## config.mk

```make
export PLATFORM = sky130hd
export DESIGN_NAME = flags_update_arbiter
export DESIGN_NICKNAME = d
export VERILOG_FILES = /design/src/rtl/flags_pkg.sv /design/src/rtl/rr_arbiter2.sv /design/src/rtl/flags_update_arbiter.sv
export SDC_FILE = /design/constraint.sdc
export NUM_CORES = 1
export LEC_CHECK = 0
export ABC_AREA = 1
export CAP_MARGIN = 20
export CORE_MARGIN = 3
export CORE_UTILIZATION = 39
export CTS_BUF_LIST = sky130_fd_sc_hd__clkbuf_16
export DETAILED_ROUTE_END_ITERATION = 10
export PLACE_DENSITY = 0.72
export RECOVER_POWER = 100
export SYNTH_ARGS = -nofsm -noshare
export SYNTH_HDL_FRONTEND = slang
export SYNTH_SLANG_ARGS = --single-unit
```

## constraint.sdc

```tcl
create_clock -name clk -period 1.1 [get_ports clk]
set_input_delay 0.33 -clock clk [delete_from_list [all_inputs] [get_ports clk]]
set_output_delay 0.33 -clock clk [all_outputs]
set_load 0.005 [all_outputs]
```

## src/rtl/flags_pkg.sv

```systemverilog
// Shared types and constants for the flags-register update arbiter.
// Requester ids match the upd_src encoding seen by the flags register.
package flags_pkg;

  localparam int FLAGS_DATA_W = 8;

  typedef struct packed {
    logic [FLAGS_DATA_W-1:0] result;
    logic                    carry;
    logic                    overflow;
  } flag_upd_t;

  typedef enum logic {
    PRI0 = 1'b0,
    PRI1 = 1'b1
  } rr_state_e;

  localparam logic REQ_ALU   = 1'b0;
  localparam logic REQ_UCODE = 1'b1;

endpackage

```

## src/rtl/rr_arbiter2.sv

```systemverilog
// Two-way round-robin grant logic with its priority pointer.
// Grants are combinational; the pointer advances past whoever transferred.
module rr_arbiter2
  import flags_pkg::*;
(
  input  logic clk,
  input  logic rst,
  input  logic valid0,
  input  logic valid1,
  input  logic hold,
  output logic grant0,
  output logic grant1
);

  rr_state_e rr, rr_nxt;

  always_ff @(posedge clk or posedge rst) begin
    if (rst) rr <= PRI0;
    else     rr <= rr_nxt;
  end

  always_comb begin
    grant0 = 1'b0;
    grant1 = 1'b0;
    rr_nxt = rr;
    if (!hold) begin
      case (rr)
        PRI0: begin
          if (valid0)      grant0 = 1'b1;
          else if (valid1) grant1 = 1'b1;
        end
        PRI1: begin
          if (valid1)      grant1 = 1'b1;
          else if (valid0) grant0 = 1'b1;
        end
        default: begin
          grant0 = 1'b0;
          grant1 = 1'b0;
        end
      endcase
    end
    // A lone requester also hands priority to the other side after its turn.
    if (grant0)      rr_nxt = PRI1;
    else if (grant1) rr_nxt = PRI0;
  end

endmodule

```

## src/rtl/flags_update_arbiter.sv

```systemverilog
// Shares the flags-register update port between the ALU and microcode paths,
// forwarding the winning payload through one registered output stage.
module flags_update_arbiter
  import flags_pkg::*;
#(
  parameter int DATA_W = 8,
  parameter int CNT_W  = 8
) (
  input  logic              clk,
  input  logic              rst,
  input  logic              req0_valid,
  output logic              req0_ready,
  input  logic [DATA_W-1:0] req0_result,
  input  logic              req0_carry,
  input  logic              req0_overflow,
  input  logic              req1_valid,
  output logic              req1_ready,
  input  logic [DATA_W-1:0] req1_result,
  input  logic              req1_carry,
  input  logic              req1_overflow,
  input  logic              hold,
  output logic              upd_valid,
  output logic [DATA_W-1:0] upd_result,
  output logic              upd_carry,
  output logic              upd_overflow,
  output logic              upd_src,
  output logic [CNT_W-1:0]  conflict_cnt
);

  function automatic logic [CNT_W-1:0] sat_inc(input logic [CNT_W-1:0] v);
    return (&v) ? v : v + CNT_W'(1);
  endfunction

  logic              grant0, grant1;
  logic              vld_p0, src_p0, conflict_p0;
  logic [DATA_W-1:0] result_p0;
  logic              carry_p0, overflow_p0;

  logic              vld_p1, src_p1, carry_p1, overflow_p1;
  logic [DATA_W-1:0] result_p1;
  logic [CNT_W-1:0]  cnt_p1;

  rr_arbiter2 u_arb (
    .clk    (clk),
    .rst    (rst),
    .valid0 (req0_valid),
    .valid1 (req1_valid),
    .hold   (hold),
    .grant0 (grant0),
    .grant1 (grant1)
  );

  // stage p0: grant decode and payload select
  assign req0_ready  = grant0;
  assign req1_ready  = grant1;
  assign vld_p0      = grant0 | grant1;
  assign src_p0      = grant1 ? REQ_UCODE : REQ_ALU;
  assign result_p0   = grant1 ? req1_result   : req0_result;
  assign carry_p0    = grant1 ? req1_carry    : req0_carry;
  assign overflow_p0 = grant1 ? req1_overflow : req0_overflow;
  assign conflict_p0 = req0_valid & req1_valid & ~hold;

  // stage p1: registered update towards the flags register
  always_ff @(posedge clk or posedge rst) begin
    if (rst) begin
      vld_p1      <= 1'b0;
      src_p1      <= REQ_ALU;
      result_p1   <= '0;
      carry_p1    <= 1'b0;
      overflow_p1 <= 1'b0;
      cnt_p1      <= '0;
    end else begin
      vld_p1 <= vld_p0;
      if (vld_p0) begin
        src_p1      <= src_p0;
        result_p1   <= result_p0;
        carry_p1    <= carry_p0;
        overflow_p1 <= overflow_p0;
      end
      if (conflict_p0) cnt_p1 <= sat_inc(cnt_p1);
    end
  end

  assign upd_valid    = vld_p1;
  assign upd_result   = result_p1;
  assign upd_carry    = carry_p1;
  assign upd_overflow = overflow_p1;
  assign upd_src      = src_p1;
  assign conflict_cnt = cnt_p1;

endmodule

```

After elaboration in Yosys (flattened, before gate mapping)
Index checks and enable logic that the tools add are counted.
Widths: inputs -> output; s select.
{ "totals": {"ff_bits": 21, "word_cells": 31, "out_inout_bits": 22, "inputBits": 25} }
{ "op_classes": {"bitwise_logic": 6, "mux": 14, "n_reduce_logical": 3, "n_addsub": 1} }
{ "ops": {"columns": ["operator", "n"], "rows": [
  ["$mux 1", 11],
  ["$add 8x1->8 const B", 1],
  ["$mux 8", 1],
  ["$reduce_and 8->1", 1],
  ["$pmux 1 s2", 2],
  ["$not 1->1", 3],
  ["$and 1x1->1", 2],
  ["$reduce_and 2->1", 1],
  ["$reduce_bool 2->1", 1],
  ["$or 1x1->1", 1]
]} }

Longest topological paths before layout
{ "depth": {"depth_word": 6, "depth_mapped": 8, "mapped_depth_nobuf": 8} }

Modules after synthesis
Synthesis repeated with hierarchy kept, for this count alone.
{ "hier_totals": {"hier_cells": 140, "area_unflattened_um2": 1052.3} }
{ "by_module_without_submodules": {"columns": ["module", "area_each_um2", "seq_area_each_um2", "cells_per_inst", "n_inst"], "rows": [
  ["flags_update_arbiter", 983.4, 500.5, 129, 1],
  ["rr_arbiter2", 68.8, 25.0, 11, 1]
]} }

Least setup slack after synthesis
Ideal clock, no wire load.
{ "synth_timing": {"kind": "flip-flop to flip-flop", "from": "register cnt_p1[0], in the netlist conflict_cnt[0]", "to": "register cnt_p1[4], in the netlist conflict_cnt[4]", "t_required_ns": 0.984, "arrival_ns": 1.092, "n_path_buf": 0, "path_slack_ns": -0.108, "synth_period_minus_slack_ns": 1.208, "setup_ns": 0.116, "path_stages_with_launch": 9, "path_cell_list": "dfrtp_1 ha_1 nand2_2 nor2_4 nand2_4 nand2_4 inv_4 nand2_1 nand2_1"} }
{ "synth_between": {"elab_chain_len": 3, "elab_cells_between_ends": 4, "cone_classes": "1 x add/sub; 1 x bitwise; 2 x reduce/logical"} }
{ "synth_lines": {"columns": ["element", "line_no", "text"], "rows": [
  ["start, declared", "flags_update_arbiter.sv:41", "logic [CNT_W-1:0] cnt_p1;"],
  ["start signal, assigned", "flags_update_arbiter.sv:80", "if (conflict_p0) cnt_p1 <= sat_inc(cnt_p1);"],
  ["branches (longest 3 deep; another with $add 8x1->8)", null, null]
]} }
Parallel ways; which one is timed is not known.
A chain may end at the register's enable or synchronous reset.

Worst setup path in the final report
{ "layout_timing": {"from": "register u_arb.rr", "to": "output req1_ready"} }
{ "layout_between": {"elab_chain_len": 3} }
{ "layout_lines": {"columns": ["element", "line_no", "text"], "rows": [
  ["start, declared", "rr_arbiter2.sv:15", "rr_state_e rr, rr_nxt;"],
  ["start signal, assigned", "rr_arbiter2.sv:19", "else rr <= rr_nxt;"],
  ["$not 1->1", "rr_arbiter2.sv:27", "case (rr)"],
  ["$pmux 1 s2 (*)", "rr_arbiter2.sv:27", null],
  ["$mux 1 (*)", "rr_arbiter2.sv:26", "if (!hold) begin"],
  ["end, declared", "flags_update_arbiter.sv:17", "output logic req1_ready,"]
]} }
Mark *: on every way between the ends. The rest lies on a longest branch, timed or not.

==> impl_metrics.csv <==
group,metric,value,unit
logic_synthesis,ys_seq_area_share,43.2,%
placed_design,dp_cells,235,
route,drt_first_pass_iters,4,
die,row_count,19,
final_layout,area_delta_synth_final,59.9,%
timing,fmax,759,MHz
timing,finClkSkew,0.00315,ns
power,power_frac_comb,38.6,%
power,clkPwrFrac,26.7,%
logic_synthesis,synth_area,1220,sq um
power,ir_worst_vdd,828,uV
setup_path,critPathMaxFanout,2,
setup_path,endpoint_kind,"output port",
final_layout,nets,245,
setup_path,cp.arrival,0.99,ns
route,wire_per_inst,12.4,microns
logic_synthesis,avgSynthCellArea,8.27,sq um
route,wirelength,3.09,mm
logic_synthesis,synth_nets,173,
status,violations,"negative setup slack",
placed_design,dp_hpwl,2.22,mm
status,status,"finished with violations",
final_layout,multi_input_area,642,sq um
run,maxCapViolations,0,
min_path,hold_class,"reg2reg",
power,internal_power,0.00199,W
route,viasPerCell,4.84,
clocking,clock_latency,0.25,ns
power,p_sw_share,30.6,%
timing,fin_crit,1.32,ns
logic_synthesis,synth_cells,147,
global_route,antenna_found_initial,0,
timing,setup_viol,24,
global_route,gr-total-overflow,0,
power,p_seq_share,34.6,%
placed_design,pre_cts_ws,-0.870,ns
logic_synthesis,synthDistinctLibCells,21,
global_route,track_usage,17.7,%
timing,worst_slew_pin_slew,0.537,ns
power,p_leak,0.995,nW
global_route,grt_pass1_vias,1209,
timing,setup_ws,-0.218,ns
setup_path,critPathSlowestCell,"dfrtp_1",
clocking,htreeDepth,1,
power,cellPowerDensity,1470,nW/um^2
power,p_switching,0.000876,W
setup_path,cp-start-kind,"register",
timing,hold_viol_final,0,
clocking,cts.clk_slew.worst_paths,0.06,ns
route,vias,1205,
final_layout,n_fill_cell,240,
final_layout,drive_above_1_share,45.9,%
logic_synthesis,ys_async_sr_fraction,100,%
die,die-area,3820,sq um
setup_path,worst_ep_required_time,0.77,ns
timing,rsz0062_at_grt,"yes",
clocking,ctsHoldBuffers,0,
placed_design,port_buffers,46,
global_route,grt_max_degree,24,
clocking,cts_made_buffers,3,
clocking,cts-root-buf,"clkbuf_16",
setup_path,critPathMaxStageDelay,0.40,ns
logic_synthesis,ys_warn_count,0,
timing,post-route-period-util,120,%
die,die_h,61.8,microns
clocking,cts_buffer_depth,2,
final_layout,instances_no_fill,249,
die,die-width,61.8,microns
setup_path,crit_chain,"inv_2 -> nand2_2 -> nand2_2 -> inv_2 -> buf_6",
logic_synthesis,synth_seq_cells,21,
route,drc_errors,0,
timing,max_slew_margin,64.2,%
setup_path,worstSetupPathType,"reg2out",
final_layout,regArea,526,sq um
clocking,cts_sinks,21,
die,pin_count,47,
final_layout,num_antenna_cells,0,
route,drt-initial-drc-count,16,
route,ant_nets,0,
global_route,grt_pass1_wl,5.02,mm
placed_design,place_congestion,0.842,
logic_synthesis,synth_flop_cell,"dfrtp_1",
die,coreArea,2850,sq um
die,start_util,42.6,%
logic_synthesis,synth_edf_count,0,
timing,drv_slew,0,
clocking,cts_tree,"yes",
-- state kept, by name, summed over array words and instances, names as in the netlist --
register      flops
conflict_cnt      8
u_arb.rr          1
upd_carry         1
upd_overflow      1
upd_result        8
upd_src           1
upd_valid         1
-- power groups by stage --
stage               clock network, W  logic [W]  registers (W)
detailed placement                 0    0.00104        0.00102
global route                0.000813    0.00124        0.00101
global placement                   0    0.00101        0.00100
finish                      0.000766    0.00111       0.000992
floorplan                          0   0.000408        0.00105
CTS                         0.000779    0.00105       0.000990
-- worst paths after layout --
path	from	end	slack [ns]	cells past startpoint
worst max-delay path	u_arb.rr	req1_ready	-0.22	5
worst min-delay path	upd_src	upd_src	0.48	2
worst max register to register	u_arb.rr	upd_result[4]	-0.16	7
worst min register to register	upd_src	upd_src	0.48	2
max in group asynchronous	rst	upd_result[4]	0.10	3
min in group asynchronous	rst	conflict_cnt[6]	0.64	3
-- cell usage after synthesis (2+ instances only) --
cell type	n	share of area [%]
nand2_2	2	1.0
nand3_2	8	6.6
buf_6	2	1.9
buf_4	2	1.2
o21ai_2	7	5.0
nand4_1	2	1.0
inv_1	20	6.2
dfrtp_1	21	43
nand3_1	8	3.3
nand2_4	2	1.9
xor2_1	2	1.4
o21ai_1	4	1.6
nor2_1	17	5.2
nor2_4	3	2.8
nor2_2	8	4.1
nand2_1	34	10
-- cell type report --
class                   count  area share, %
inverters                  22           4.63
repair buffers             71           29.3
clock inverters             1          0.193
multi-input cells         100           33.0
clock buffers               3           3.86
flip-flops and latches     21           27.0
well taps                  31           1.99
-- repair_timing --
item,in CTS,in global routing
endpoints found under the setup margin,43,39
buffers inserted,10,2
resized for setup,105,19
pin swaps,10,7
gates cloned,0,0
-- critical path, delay by kind of cell, from the launching register on --
family                 cells  cell delay [ns]
buffers and inverters      3             0.21
DFF                        1             0.40
and+or+nand+nor            2             0.12
-- routing by layer --
metal / global-route usage (%) / wire [microns]
met1: 18.7 / 1160
met2: 32.4 / 1630
met3: 5.17 / 227
met4: 7.58 / 70
met5: 0 / 0
-- metrics by stage --
stage          instance area, sq um  hold WS [ns]  power (W)  TNS, ns  utilization, %
2_1_floorplan                  1230         0.307    0.00146   -0.558               -
3_3_place_gp                   1810         0.458    0.00201   -12.36            63.3
3_5_place_dp                   1810         0.470    0.00206   -13.25            63.3
4_1_cts                        1880         0.398    0.00282    -2.65            65.9
5_1_grt                        1940         0.525    0.00306    -4.53            68.2
6_report                       1940         0.478    0.00286    -2.68            68.2
-- cells by family after synthesis --
family / after synthesis / synth area share [%]
xor+xnor: 3 / 2.16
flops: 21 / 43.2
simple gates: 84 / 36.4
compound gates: 12 / 7.10
fa+ha+maj: 1 / 1.03
buf+inv: 26 / 10.1
-- layout by cell type (no fill, tap or decap), drive strengths merged --
| cell type | Yosys | routed |
|---|---|---|
| inv | 22 | 23 |
| dlygate4sd2 | 0 | 2 |
| nand4 | 2 | 2 |
| dfrtp | 21 | 21 |
| clkbuf | 0 | 5 |
| dlygate4sd3 | 0 | 1 |
| clkdlybuf4s15 | 0 | 1 |
| buf | 4 | 45 |
| clkdlybuf4s50 | 0 | 20 |
| xnor2 | 1 | 1 |
| nand3 | 16 | 16 |
| nand2 | 38 | 38 |
| xor2 | 2 | 2 |
| o21ai | 12 | 12 |
| ha | 1 | 1 |
| nor2 | 28 | 28 |
(Power assumes the default switching activity.)
